===== src/rtl/imr_dac_121s101_x2_core.sv =====
// Dual DAC121S101 serial front end.
// Two 12-bit codes go out as 16-bit frames on a shared SCLK/SYNC_n pair,
// with optional continuous bursts and an interrupt on completion.
`timescale 1ns/1ps
module imr_dac_121s101_x2_core #(
    parameter int unsigned FRAME_CLKS     = 16,
    parameter int unsigned QUIET_SYS_CLKS = 4,
    parameter logic [3:0]  CORE_REV       = 4'd1
) (
    input  logic        SysClk,
    input  logic        RST_n,
    input  logic [31:0] Ctrl_Register,
    input  logic [31:0] IRQ_Register,
    input  logic [31:0] DAC_Data_A_Register,
    input  logic [31:0] DAC_Data_B_Register,
    output logic [31:0] Status_Register,
    output logic        SCLK,
    output logic        SYNC_n,
    output logic        MOSI_A,
    output logic        MOSI_B,
    output logic        IP_IRQ
);

    localparam int unsigned BIT_W   = $clog2(FRAME_CLKS + 1);
    localparam int unsigned QUIET_W = $clog2(QUIET_SYS_CLKS + 1);
    localparam int unsigned DIV_W   = 4;
    localparam int unsigned FC_W    = 12;
    localparam int unsigned SH_W    = 16;

    typedef enum logic [2:0] {
        S_IDLE  = 3'd0,
        S_LOAD  = 3'd1,
        S_SHIFT = 3'd2,
        S_HOLD  = 3'd3,
        S_QUIET = 3'd4,
        S_NEXT  = 3'd5
    } state_t;

    state_t             state;
    logic               start_q;
    logic               sclk_fell;
    logic               busy;
    logic               done;
    logic [DIV_W-1:0]   div_cnt;
    logic [BIT_W-1:0]   bit_cnt;
    logic [QUIET_W-1:0] quiet_cnt;
    logic [FC_W-1:0]    frame_cnt;
    logic [SH_W-1:0]    sh_a;
    logic [SH_W-1:0]    sh_b;

    // Control field decode
    logic             en;
    logic             start;
    logic             cont;
    logic [3:0]       clkdiv_n;
    logic [1:0]       pd;
    logic [FC_W-1:0]  update_cnt;
    logic             irq_en;
    logic             irq_clr;
    logic [DIV_W-1:0] neff;
    logic [FC_W-1:0]  last_frame;
    logic             trig;
    logic             div_wrap;
    logic             unused_bits;

    assign en         = Ctrl_Register[0];
    assign start      = Ctrl_Register[1];
    assign cont       = Ctrl_Register[2];
    assign clkdiv_n   = Ctrl_Register[7:4];
    assign pd         = Ctrl_Register[9:8];
    assign update_cnt = Ctrl_Register[23:12];
    assign irq_en     = IRQ_Register[0];
    assign irq_clr    = IRQ_Register[1];

    // Divider is clamped so SCLK never exceeds SysClk/6
    assign neff       = (clkdiv_n < 4'd3) ? 4'd3 : clkdiv_n;
    // Index of the last frame in a burst; a zero count still sends one frame
    assign last_frame = (update_cnt == 12'd0) ? 12'd0 : update_cnt - 12'd1;
    assign trig       = start & ~start_q & en;
    assign div_wrap   = (div_cnt == neff - 4'd1);

    assign unused_bits = ^{Ctrl_Register[31:24], Ctrl_Register[11:10], Ctrl_Register[3],
                           IRQ_Register[31:2], DAC_Data_A_Register[31:12],
                           DAC_Data_B_Register[31:12]};

    assign MOSI_A          = sh_a[SH_W-1];
    assign MOSI_B          = sh_b[SH_W-1];
    assign IP_IRQ          = irq_en & done;
    assign Status_Register = {CORE_REV, 8'h00, frame_cnt, 1'b0, state, 2'b00, done, busy};

    // Frame sequencer: start detect, SCLK divider, shifting, burst control
    always_ff @(posedge SysClk or negedge RST_n) begin
        if (!RST_n) begin
            state     <= S_IDLE;
            start_q   <= 1'b1;
            sclk_fell <= 1'b0;
            busy      <= 1'b0;
            done      <= 1'b0;
            div_cnt   <= '0;
            bit_cnt   <= '0;
            quiet_cnt <= '0;
            frame_cnt <= '0;
            sh_a      <= '0;
            sh_b      <= '0;
            SCLK      <= 1'b0;
            SYNC_n    <= 1'b1;
        end else begin
            start_q <= start;
            case (state)
                S_IDLE: begin
                    SCLK    <= 1'b0;
                    SYNC_n  <= 1'b1;
                    div_cnt <= '0;
                    sh_a    <= '0;
                    sh_b    <= '0;
                    if (trig) begin
                        state     <= S_LOAD;
                        frame_cnt <= '0;
                        busy      <= 1'b1;
                    end
                end
                S_LOAD: begin
                    SCLK    <= 1'b0;
                    div_cnt <= '0;
                    // A pending interrupt holds off the next frame
                    if (!IP_IRQ) begin
                        sh_a      <= {2'b00, pd, DAC_Data_A_Register[11:0]};
                        sh_b      <= {2'b00, pd, DAC_Data_B_Register[11:0]};
                        SYNC_n    <= 1'b0;
                        bit_cnt   <= '0;
                        sclk_fell <= 1'b0;
                        state     <= S_SHIFT;
                    end
                end
                S_SHIFT: begin
                    // Shift one cycle after SCLK falls so data holds past the DAC sample edge
                    if (sclk_fell) begin
                        sh_a      <= {sh_a[SH_W-2:0], 1'b0};
                        sh_b      <= {sh_b[SH_W-2:0], 1'b0};
                        bit_cnt   <= bit_cnt + BIT_W'(1);
                        sclk_fell <= 1'b0;
                    end
                    if (div_wrap) begin
                        div_cnt   <= '0;
                        SCLK      <= ~SCLK;
                        sclk_fell <= SCLK;
                    end else begin
                        div_cnt <= div_cnt + 4'd1;
                    end
                    if (sclk_fell && bit_cnt == BIT_W'(FRAME_CLKS - 1)) begin
                        state   <= S_HOLD;
                        SCLK    <= 1'b0;
                        div_cnt <= '0;
                    end
                end
                S_HOLD: begin
                    SYNC_n    <= 1'b1;
                    quiet_cnt <= '0;
                    state     <= S_QUIET;
                end
                S_QUIET: begin
                    if (quiet_cnt == QUIET_W'(QUIET_SYS_CLKS - 1)) begin
                        if (cont && en && frame_cnt < last_frame) begin
                            frame_cnt <= frame_cnt + 12'd1;
                            state     <= S_NEXT;
                        end else begin
                            busy  <= 1'b0;
                            done  <= 1'b1;
                            sh_a  <= '0;
                            sh_b  <= '0;
                            state <= S_IDLE;
                        end
                    end else begin
                        quiet_cnt <= quiet_cnt + QUIET_W'(1);
                    end
                end
                S_NEXT: begin
                    bit_cnt <= '0;
                    state   <= S_LOAD;
                end
                default: begin
                    SCLK   <= 1'b0;
                    SYNC_n <= 1'b1;
                    busy   <= 1'b0;
                    state  <= S_IDLE;
                end
            endcase
            // Clear has priority over a same-cycle completion
            if (irq_clr) begin
                done <= 1'b0;
            end
        end
    end

endmodule


===== config.mk =====
export PLATFORM = sky130hd
export DESIGN_NAME = imr_dac_121s101_x2_core
export DESIGN_NICKNAME = d
export VERILOG_FILES = /design/src/rtl/imr_dac_121s101_x2_core.sv
export SDC_FILE = /design/constraint.sdc
export NUM_CORES = 1
export LEC_CHECK = 0
export ABC_CLOCK_PERIOD_IN_PS = 2000
export CORE_UTILIZATION = 39
export DETAILED_ROUTE_END_ITERATION = 16
export PLACE_DENSITY_LB_ADDON = 0.2
export SLEW_MARGIN = 15
export SYNTH_ARGS = -nofsm -noshare
export SYNTH_HDL_FRONTEND = slang
export SYNTH_SLANG_ARGS = --single-unit

===== constraint.sdc =====
create_clock -name SysClk -period 2 [get_ports SysClk]
set_input_delay 0.5 -clock SysClk [delete_from_list [all_inputs] [get_ports SysClk]]
set_output_delay 0.5 -clock SysClk [all_outputs]
set_load 0.01 [all_outputs]

==> flow_summary.yaml, run 1 <==
sta:
  final_hold_viol_count: 0
  period_utilization_post_route_pct: 158.9
  clock-skew-final_ns: 0.009650
  maxClockFrequency_mhz: 314.6
  min_period_ns: 3.178
  final_setup_violation_count: 48
  worst_slack_ns: -1.178
  timing.final.max_slew_violations: 0
  rsz0062_at_grt: "true"
grt:
  overall_overflow_remaining_after_global_route: 0
  grt_start_max_net_pins: 36
  grt_pass1_wl_mm: 18.14
  first_global_vias: 3731
  grt_use_total_pct: 22.05
  number_of_antenna_violations_at_the_first_check_in_global_routing: 0
detailed_routing:
  postRouteWirelength_mm: 11.39
  dr.pass1.iters: 5
  routed-wl-met3_um: 524
  remaining_drc_errors: 0
  wirelength_met1_mm: 5.043
  ant_nets: 0
  number_of_design_rule_violations_left_by_the_first_detailed_router_iteration: 239
  detailroute.via_count: 3887
  met2RoutedLength_mm: 5.656
  highest_layer: "met4"
  route.detailed.vias_per_inst: 5.310
  avgRoutedWirePerCell_um: 15.55
yosys:
  netlist_area_um2: 4003
  synth.yosys.seq_area_share_pct: 40.70
  synth_warn: 0
  syn_inst: 456
  count_leader_synth: "dfrtp_1"
  primary_flip_flop_cell_chosen_by_synthesis_mapping: "dfrtp_1"
  syn-mean-instance-area_um2: 8.778
  synthTopCellsByCount: "dfrtp_1, nor2_1, nand2_1, a21oi_1, a22oi_1"
  netlist.top_cell.by_area: "dfrtp_1"
  post_synthesis_async_set_or_reset_flop_share_pct: 100.0
  synth_top_area_share_pct: 39.39
  ys_types: 57
  synth-edff-count: 0
  yosys-top-cells-area: "dfrtp_1, ha_1, a22oi_1"
  postSynthRegisterBits: 65
floorplanning:
  io_pins: 167
  core_region_area_um2: 9864
  die_height_um: 103.3
  floorplan.die.width_um: 103.3
  start_util_pct: 40.58
  fp-row-count: 36
  die_area_um2: 10670
power:
  p_seq_share_pct: 28.7
  internal_power_uw: 4422
  p_clk_share_pct: 17.7
  power.switching_uw: 2707
  vdd_drop_max_mv: 0.5452
  total_leakage_power_uw: 0.002680
  power_frac_comb_pct: 53.6
  power_switching_share_pct: 37.97
  power_density_nw_per_um2: 1173
worst_setup_path:
  critPathMaxFanout: 6
  setup.worst_path.end_class: "register"
  cp.required_ns: 2.23
  worst-setup-path-type: "in2reg"
  arrival_ns: 3.41
  timing.critical_path.from_type: "input port"
clock_network:
  cts.reportedPaths.clkPinSlew_ns: 0.08
  numClockSinks: 65
  clockRootBuffer: "clkbuf_8"
  clock_tree.htree_level_count: 3
  tritoncts: "yes"
  tritoncts.num_buffers: 9
  clock_latency_ns: 0.34
  maximum_number_of_buffers_from_clock_root_to_sink: 2
placed_design:
  place_congestion: 0.8510
  post-dp-hpwl_mm: 7.433
  port_buffers: 70
  placement.cell_area_um2: 5199
cells_and_area:
  fin_area_um2: 6075
  post_route_cells_drive_above_1_share_pct: 30.05
  fin_util_pct: 61.58
  area_growth_pct: 51.77
  fill_cells: 822
  n_antenna_cell: 0
  design.final.nets: 744
job:
  max_cap_viol_count: 0
status:
  failed_checks: "negative setup slack"
  status: "complete, but fails checks"
hold_path:
  worst_hold_path_type: "in2async"
==> registers in the layout (all words and copies together) (netlist names) <==
signal and cells:
SCLK 1, sclk_fell 1, SYNC_n 1, div_cnt 4, quiet_cnt 3, frame_cnt 12, start_q 1, state 3
busy 1, sh_a 16, bit_cnt 5, sh_b 16, done 1
==> routing by layer <==
metal  track usage [%]  up-vias
met5                 0        -
met4             7.367        0
met2             37.23      108
met3             4.906       14
met1             28.00     1876
li1                  -     1889
==> worst max-delay path: stages <==
cell and delay (ns):
buf_6 0.11, inv_12 0.05, ha_4 0.12, nand2_2 0.05
or3_4 0.37, or4b_4 0.55, nor3_2 0.11, a21oi_1 0.06
ha_1 0.29, o21ai_1 0.12, nor2_1 0.06, nor3_2 0.11
buf_4 0.15, a32oi_4 0.11, buf_12 0.15, buf_12 0.12
buf_8 0.12, buf_16 0.13, nor2_4 0.08, a21oi_2 0.04
==> cell type report <==
class	instances	area (µm²)	share of cell area, %
clock inverters	6	91.34	1.504
repair buffers	154	1553	25.56
multi-input cells	344	2414	39.73
inverters	20	92.59	1.524
clock buffers	10	127.6	2.101
flip-flops and latches	65	1630	26.84
well taps	133	166.4	2.739
==> worst paths after layout <==
path                       cells past startpoint    endpoint               from  slack [ns]
max                                           20    sh_b[12]  Ctrl_Register[13]       -1.18
min                                            2  div_cnt[3]              RST_n        0.47
max reg2reg                                   11    sh_b[12]       frame_cnt[2]       -0.32
min reg2reg                                    2  bit_cnt[4]         bit_cnt[4]        0.51
max in group asynchronous                      3    state[1]              RST_n        0.89
min in group SysClk                            2  bit_cnt[4]         bit_cnt[4]        0.51
==> power groups by stage <==
stage / clock network [µW] / logic (µW) / registers, µW
detailed placement: 0 / 2400 / 2000
CTS: 1290 / 3540 / 2000
global placement: 0 / 2320 / 2000
global route: 1350 / 4130 / 2100
finish: 1260 / 3820 / 2050
floorplan: 0 / 1630 / 1990
==> per-stage QoR <==
step | worst slack (ns) | hold WS (ns) | TNS [ns] | total power [µW] | std cells
after floorplan | -1.235 | 0.2044 | -57.60 | 3616 | 469
after global placement | -2.013 | 0.2968 | -94.57 | 4321 | 694
after detailed placement | -2.037 | 0.2954 | -97.76 | 4404 | 694
after CTS | -1.192 | 0.4498 | -53.87 | 6831 | 731
after global routing | -1.301 | 0.4914 | -59.03 | 7575 | 732
final | -1.178 | 0.4683 | -52.73 | 7128 | 732
==> cell usage in the layout, fill, tap and decap left out, drive strengths merged, types with 6 or more instances in the layout <==
cell type | synthesis | layout
clkdlybuf4s50 | 0 | 54
nand2b | 8 | 8
nor3 | 13 | 13
clkbuf | 15 | 13
a21oi | 40 | 40
inv | 20 | 21
nor2 | 50 | 50
dfrtp | 63 | 63
o21ai | 20 | 20
ha | 20 | 20
nand2 | 45 | 45
a22oi | 29 | 29
nand3 | 20 | 20
buf | 25 | 87
xnor2 | 6 | 6
conb | 2 | 15
xor2 | 7 | 7
==> cells by family after synthesis <==
family	count (synthesis)	synth area share [%]
flops	65	40.70
other cells	2	0.1876
buf+inv	60	7.940
mux	1	0.2813
compound gates	131	22.07
fa+ha+maj	20	6.252
simple gates	164	19.73
xor+xnor	13	2.845
==> what timing repair did <==
action | in CTS | in global routing
gates cloned | 6 | 1
hold buffers | 1 | 0
endpoints found under the setup margin | 55 | 54
pin swaps | 21 | 10
buffers inserted | 14 | 0
endpoints found under the hold margin | 1 | 0
resized for setup | 87 | 45
No activity file was read; power rests on OpenSTA's default activity.
==> inputs of run 2 (changes only) <==
- TNS_END_PERCENT: default -> 1
==> run 2 against run 1 <==
Hold slack lost 0.32 ns. Sequential power shrank 2%. Core utilization grew 0.076 points. The flow still finishes with violations (negative setup slack). Register-to-register slack lost 0.23 ns. Sequential share of layout area is essentially flat. Critical path type unchanged. Global-route usage shrank 1.0 points. Cell area grew 0.12%. Maximum frequency shrank 5.0%. Highest routed layer unchanged. Total power shrank 6.8%. Die area is the same.
==> flow_summary.yaml, run 2 (same netlist as run 1, synthesis figures left out) <==
worst_setup_path:
  timing.critical_path.from_type: "input port"
  critical_path.slowest_cell: "clkdlybuf4s50_1"
  setup.worst_path.end_class: "register"
  regToRegEndpoint: "frame_cnt[0]"
  crit_chain: "clkdlybuf4s50_1 -> nor4_2 -> and2_4 -> nand2_4 -> nand2_1 -> ha_1 -> a41oi_2 -> o211ai_1 -> o31ai_4 -> buf_4 -> buf_6 -> nand2_8 -> buf_6 -> a21o_1 -> mux2_4"
  worst-r2r-cell-count: 10
  critPathMaxFanout: 8
  cp.required_ns: 2.22
  worstSetupStartpoint: "Ctrl_Register[22]"
  worst-setup-path-type: "in2reg"
  timing.critical_path.depth: 15
  critPathMostFrequentCell: "buf_6"
  arrival_ns: 3.57
  r2r_setup_slack_ns: -0.55
  cp_top_family: "compound AO/OA/AOI/OAI gates"
  worstPathBufferInverterCount: 4
  endpoint: "frame_cnt[0]"
  r2r_start: "frame_cnt[7]"
  max_stage_delay_ns: 0.44
power:
  vdd_drop_max_mv: 0.6888
  power_density_nw_per_um2: 1092
  total_leakage_power_uw: 0.002665
  total_power_uw: 6641
grt:
  grt_pass1_wl_mm: 17.34
  number_of_antenna_violations_at_the_first_check_in_global_routing: 0
  first_global_vias: 3644
  grt_use_total_pct: 21.01
  grt_start_max_net_pins: 66
  overall_overflow_remaining_after_global_route: 0
cells_and_area:
  area_growth_pct: 51.95
  post_route_cells_drive_above_1_share_pct: 30.67
  count_of_placed_standard_cells_in_the_final_layout_fillers_left_out: 733
  fin_util_pct: 61.66
  largest_registers_in_the_final_layout: "sh_a (16), sh_b (16), frame_cnt (12)"
  n_antenna_cell: 0
  mostFrequentLayoutCell: "buf_4"
  layout.cells.most_common_list: "buf_4, dfrtp_1, clkdlybuf4s50_1"
  design.final.nets: 745
  fill_cells: 817
  fin_area_um2: 6082
detailed_routing:
  avgRoutedWirePerCell_um: 15.17
  number_of_design_rule_violations_left_by_the_first_detailed_router_iteration: 185
  route.detailed.vias_per_inst: 5.415
  ant_nets: 0
  dr.pass1.iters: 4
  detailroute.via_count: 3969
  remaining_drc_errors: 0
  postRouteWirelength_mm: 11.12
floorplanning:
  die_height_um: 103.3
  io_pins: 167
  fp-row-count: 36
  start_util_pct: 40.58
  floorplan.die.width_um: 103.3
  core_region_area_um2: 9864
  die_area_um2: 10670
clock_network:
  clockRootBuffer: "clkbuf_8"
  tritoncts: "yes"
  clock_tree.htree_level_count: 3
  cts.reportedPaths.clkPinSlew_ns: 0.08
  numClockSinks: 65
  tritoncts.num_buffers: 9
  maximum_number_of_buffers_from_clock_root_to_sink: 2
  clock_latency_ns: 0.34
  post_cts_hold_buffer_count: 0
sta:
  final_setup_violation_count: 48
  clock-skew-final_ns: 0.01153
  timing.final.max_slew_violations: 0
  worst_slack_ns: -1.346
  rsz0062_at_grt: "true"
  maxClockFrequency_mhz: 298.9
  final_hold_viol_count: 0
  period_utilization_post_route_pct: 167.3
  min_period_ns: 3.346
status:
  status: "complete, but fails checks"
  failed_checks: "negative setup slack"
placed_design:
  post-place-cells: 691
  post-dp-hpwl_mm: 7.260
  port_buffers: 70
  dp_slack_ns: -2.023
  place_congestion: 0.8068
  placement.cell_area_um2: 5154
hold_path:
  worst_hold_path_type: "in2async"
job:
  max_cap_viol_count: 0
-- run 2: area by class of cell --
type	instances	area (µm²)	share of cell area, %
clock buffers	10	137.6	2.263
clock inverters	6	91.34	1.502
inverters	20	80.08	1.317
multi-input cells	344	2466	40.55
flip-flops and latches	65	1633	26.85
well taps	133	166.4	2.736
repair buffers	155	1508	24.79
-- run 2: where the power goes --
group          total, µW  internal (µW)  switching (µW)  leakage [µW]
clock network       1290            738             555      0.000105
logic               3340           1670            1670       0.00172
registers           2010           1730             280      0.000845
total               6640           4130            2510       0.00266
-- run 2: how the worst min path moves through the flow --
stage / to / slack, ns / cells after the start
floorplan: SCLK / 0.20 / 0
global placement: bit_cnt[4] / 0.46 / 2
detailed placement: bit_cnt[4] / 0.49 / 2
CTS: quiet_cnt[2] / 0.17 / 2
global route: quiet_cnt[2] / 0.16 / 2
finish: quiet_cnt[2] / 0.15 / 2
-- run 2: repair_timing --
| item | CTS | global route |
|---|---|---|
| gates cloned | 4 | 0 |
| buffers inserted | 19 | 5 |
| setup endpoints to repair | 57 | 55 |
| pin swaps | 22 | 27 |
| resized for setup | 90 | 42 |
-- run 2: worst register-to-register path, delay by kind of cell (launching register included) --
kind | cells | cell delay [ns]
muxes | 1 | 0.27
adders and majority gates | 1 | 0.38
DFF | 1 | 0.41
and+or+nand+nor | 1 | 0.07
AOI/OAI and AO/OA | 4 | 0.87
buffers and inverters | 3 | 0.40
-- run 2: through the flow --
stage | TNS, ns | hold slack (ns)
4_1_cts | -58.46 | 0.1670
2_1_floorplan | -62.61 | 0.2044
3_3_place_gp | -92.10 | 0.4647
5_1_grt | -66.27 | 0.1634
3_5_place_dp | -96.22 | 0.4898
6_report | -59.09 | 0.1458
-- run 2: per-layer routing --
layer  routed length (µm)  track usage [%]  vias up
met1                 5058            27.68     1974
met2                 5483            34.92       95
met3                  458            4.435       10
li1                     -                -     1890
met5                    0                0        -
met4                  116            6.067        0
==> inputs of run 3 (changes only) <==
- CORE_UTILIZATION: 39 -> 53
- DONT_BUFFER_PORTS: default -> 1
- PLACE_DENSITY: default -> 0.71
- PLACE_DENSITY_LB_ADDON: 0.2 -> default
==> run 3 against run 2 <==
The run ends with negative hold slack, negative setup slack left. Via count is 13% lower. Highest routed layer unchanged. Sequential power hardly changed. Hold slack worse by 0.31 ns. Combinational power is 29% lower. Register-to-register slack better by 0.12 ns. Die area is 26% lower. Clock skew is 0.0028 ns lower. Largest cell class unchanged. Worst setup slack better by 0.37 ns. Maximum frequency is 12% higher.
==> flow_summary.yaml, run 3 (same netlist as run 1, synthesis figures left out) <==
status:
  status: "complete, but fails checks"
  failed_checks: "negative hold slack, negative setup slack"
cells_and_area:
  layout.cells.most_common_list: "dfrtp_1, nor2_1, buf_4"
  mostFrequentLayoutCell: "dfrtp_1"
  fin_area_um2: 4695
  n_antenna_cell: 0
  area_growth_pct: 17.29
  post_route_cells_drive_above_1_share_pct: 18.79
  design.final.nets: 640
  largest_registers_in_the_final_layout: "sh_a (16), sh_b (16), frame_cnt (12)"
  fill_cells: 640
  fin_util_pct: 64.38
worst_setup_path:
  setup.worst_path.end_class: "register"
  arrival_ns: 3.22
  critPathMaxFanout: 19
  crit_chain: "inv_6 -> ha_4 -> nand2_2 -> or3_4 -> or4b_4 -> nor3_4 -> a21oi_2 -> ha_1 -> o21ai_1 -> nor2_1 -> nor3_2 -> buf_4 -> a32oi_4 -> buf_6 -> buf_12 -> nor2_1 -> a21oi_2"
  r2r_setup_slack_ns: -0.43
  max_stage_delay_ns: 0.53
  worst-setup-path-type: "in2reg"
  critical_path.slowest_cell: "or4b_4"
  timing.critical_path.from_type: "input port"
  cp.required_ns: 2.24
power:
  total_power_uw: 5709
  vdd_drop_max_mv: 0.8780
  power_density_nw_per_um2: 1216
  total_leakage_power_uw: 0.002092
sta:
  period_utilization_post_route_pct: 149.0
  final_setup_violation_count: 48
  clock-skew-final_ns: 0.008686
  final_hold_viol_count: 64
  timing.hold.ws_ns: -0.1592
  rsz0062_at_grt: "true"
  timing.final.max_slew_violations: 0
  worst_slack_ns: -0.9810
  maxClockFrequency_mhz: 335.5
  min_period_ns: 2.981
detailed_routing:
  avgRoutedWirePerCell_um: 16.06
  detailroute.via_count: 3434
  route.detailed.vias_per_inst: 5.781
  number_of_design_rule_violations_left_by_the_first_detailed_router_iteration: 156
  postRouteWirelength_mm: 9.538
  remaining_drc_errors: 0
  dr.pass1.iters: 5
  ant_nets: 0
clock_network:
  maximum_number_of_buffers_from_clock_root_to_sink: 2
  cts.reportedPaths.clkPinSlew_ns: 0.08
  clockRootBuffer: "clkbuf_8"
  clock_tree.htree_level_count: 3
  tritoncts.num_buffers: 9
  tritoncts: "yes"
  numClockSinks: 65
  clock_latency_ns: 0.35
grt:
  grt_use_total_pct: 25.90
  overall_overflow_remaining_after_global_route: 0
  first_global_vias: 3332
  grt_start_max_net_pins: 66
  number_of_antenna_violations_at_the_first_check_in_global_routing: 0
  grt_pass1_wl_mm: 15.64
floorplanning:
  io_pins: 167
  fp-row-count: 31
  floorplan.die.width_um: 88.90
  die_area_um2: 7903
  die_height_um: 88.90
  start_util_pct: 54.89
  core_region_area_um2: 7292
placed_design:
  placement.cell_area_um2: 4288
  port_buffers: 0
  post-dp-hpwl_mm: 6.633
  place_congestion: 0.8728
job:
  max_cap_viol_count: 0
hold_path:
  worst_hold_path_type: "in2async"
==> run 3: path summary, 6_finish.rpt <==
kind | cells past startpoint | to | startpoint
hold / removal | 0 | state[0] | RST_n
min in group SysClk | 0 | start_q | Ctrl_Register[1]
max in group asynchronous | 0 | SYNC_n | RST_n
setup / recovery | 17 | sh_a[10] | Ctrl_Register[12]
hold reg to reg | 2 | bit_cnt[4] | bit_cnt[4]
setup reg to reg | 8 | frame_cnt[4] | frame_cnt[3]
==> run 3: repair_timing <==
action                                  CTS  global route
endpoints found under the hold margin    65            65
gates cloned                              2             0
resized for setup                        24             7
endpoints found under the setup margin   48            48
buffers inserted                          6             0
pin swaps                                 6             2
==> run 3: layout make-up <==
class	count	area, µm²	area share [%]
multi-input cells	344	2185	46.54
flip-flops and latches	65	1629	34.70
repair buffers	50	447.9	9.542
clock buffers	9	123.9	2.639
well taps	99	123.9	2.639
clock inverters	7	100.1	2.132
inverters	20	85.08	1.812
==> run 3: routing by layer <==
layer / vias up / track usage, % / wire length, µm
met5: - / 0 / 0
met4: 0 / 9.677 / 120
met3: 10 / 6.833 / 615
met2: 102 / 41.12 / 4416
met1: 1638 / 34.23 / 4385
li1: 1684 / - / -
==> run 3: power breakdown <==
group | total [µW] | internal [µW] | switching, µW
Sequential | 2040 | 1720 | 314
Combinational | 2370 | 1070 | 1310
Clock | 1300 | 715 | 584
==> run 3: through the flow <==
step                      worst slack, ns  std cells  TNS [ns]  hold WS, ns
after global routing               -1.126        594    -50.74      -0.1783
after floorplan                    -1.334        469    -62.61       0.2044
final                             -0.9810        594    -44.13      -0.1592
after CTS                         -0.9314        594    -42.25      -0.1748
after global placement             -1.474        570    -65.18       0.2069
after detailed placement           -1.525        570    -69.92       0.2073
==> run 3: worst max-delay path, delay by kind of cell <==
family / cells / cell delay, ns
and+or+nand+nor: 7 / 1.42
buffers and inverters: 4 / 0.53
adders and majority gates: 2 / 0.44
AOI/OAI and AO/OA: 4 / 0.35
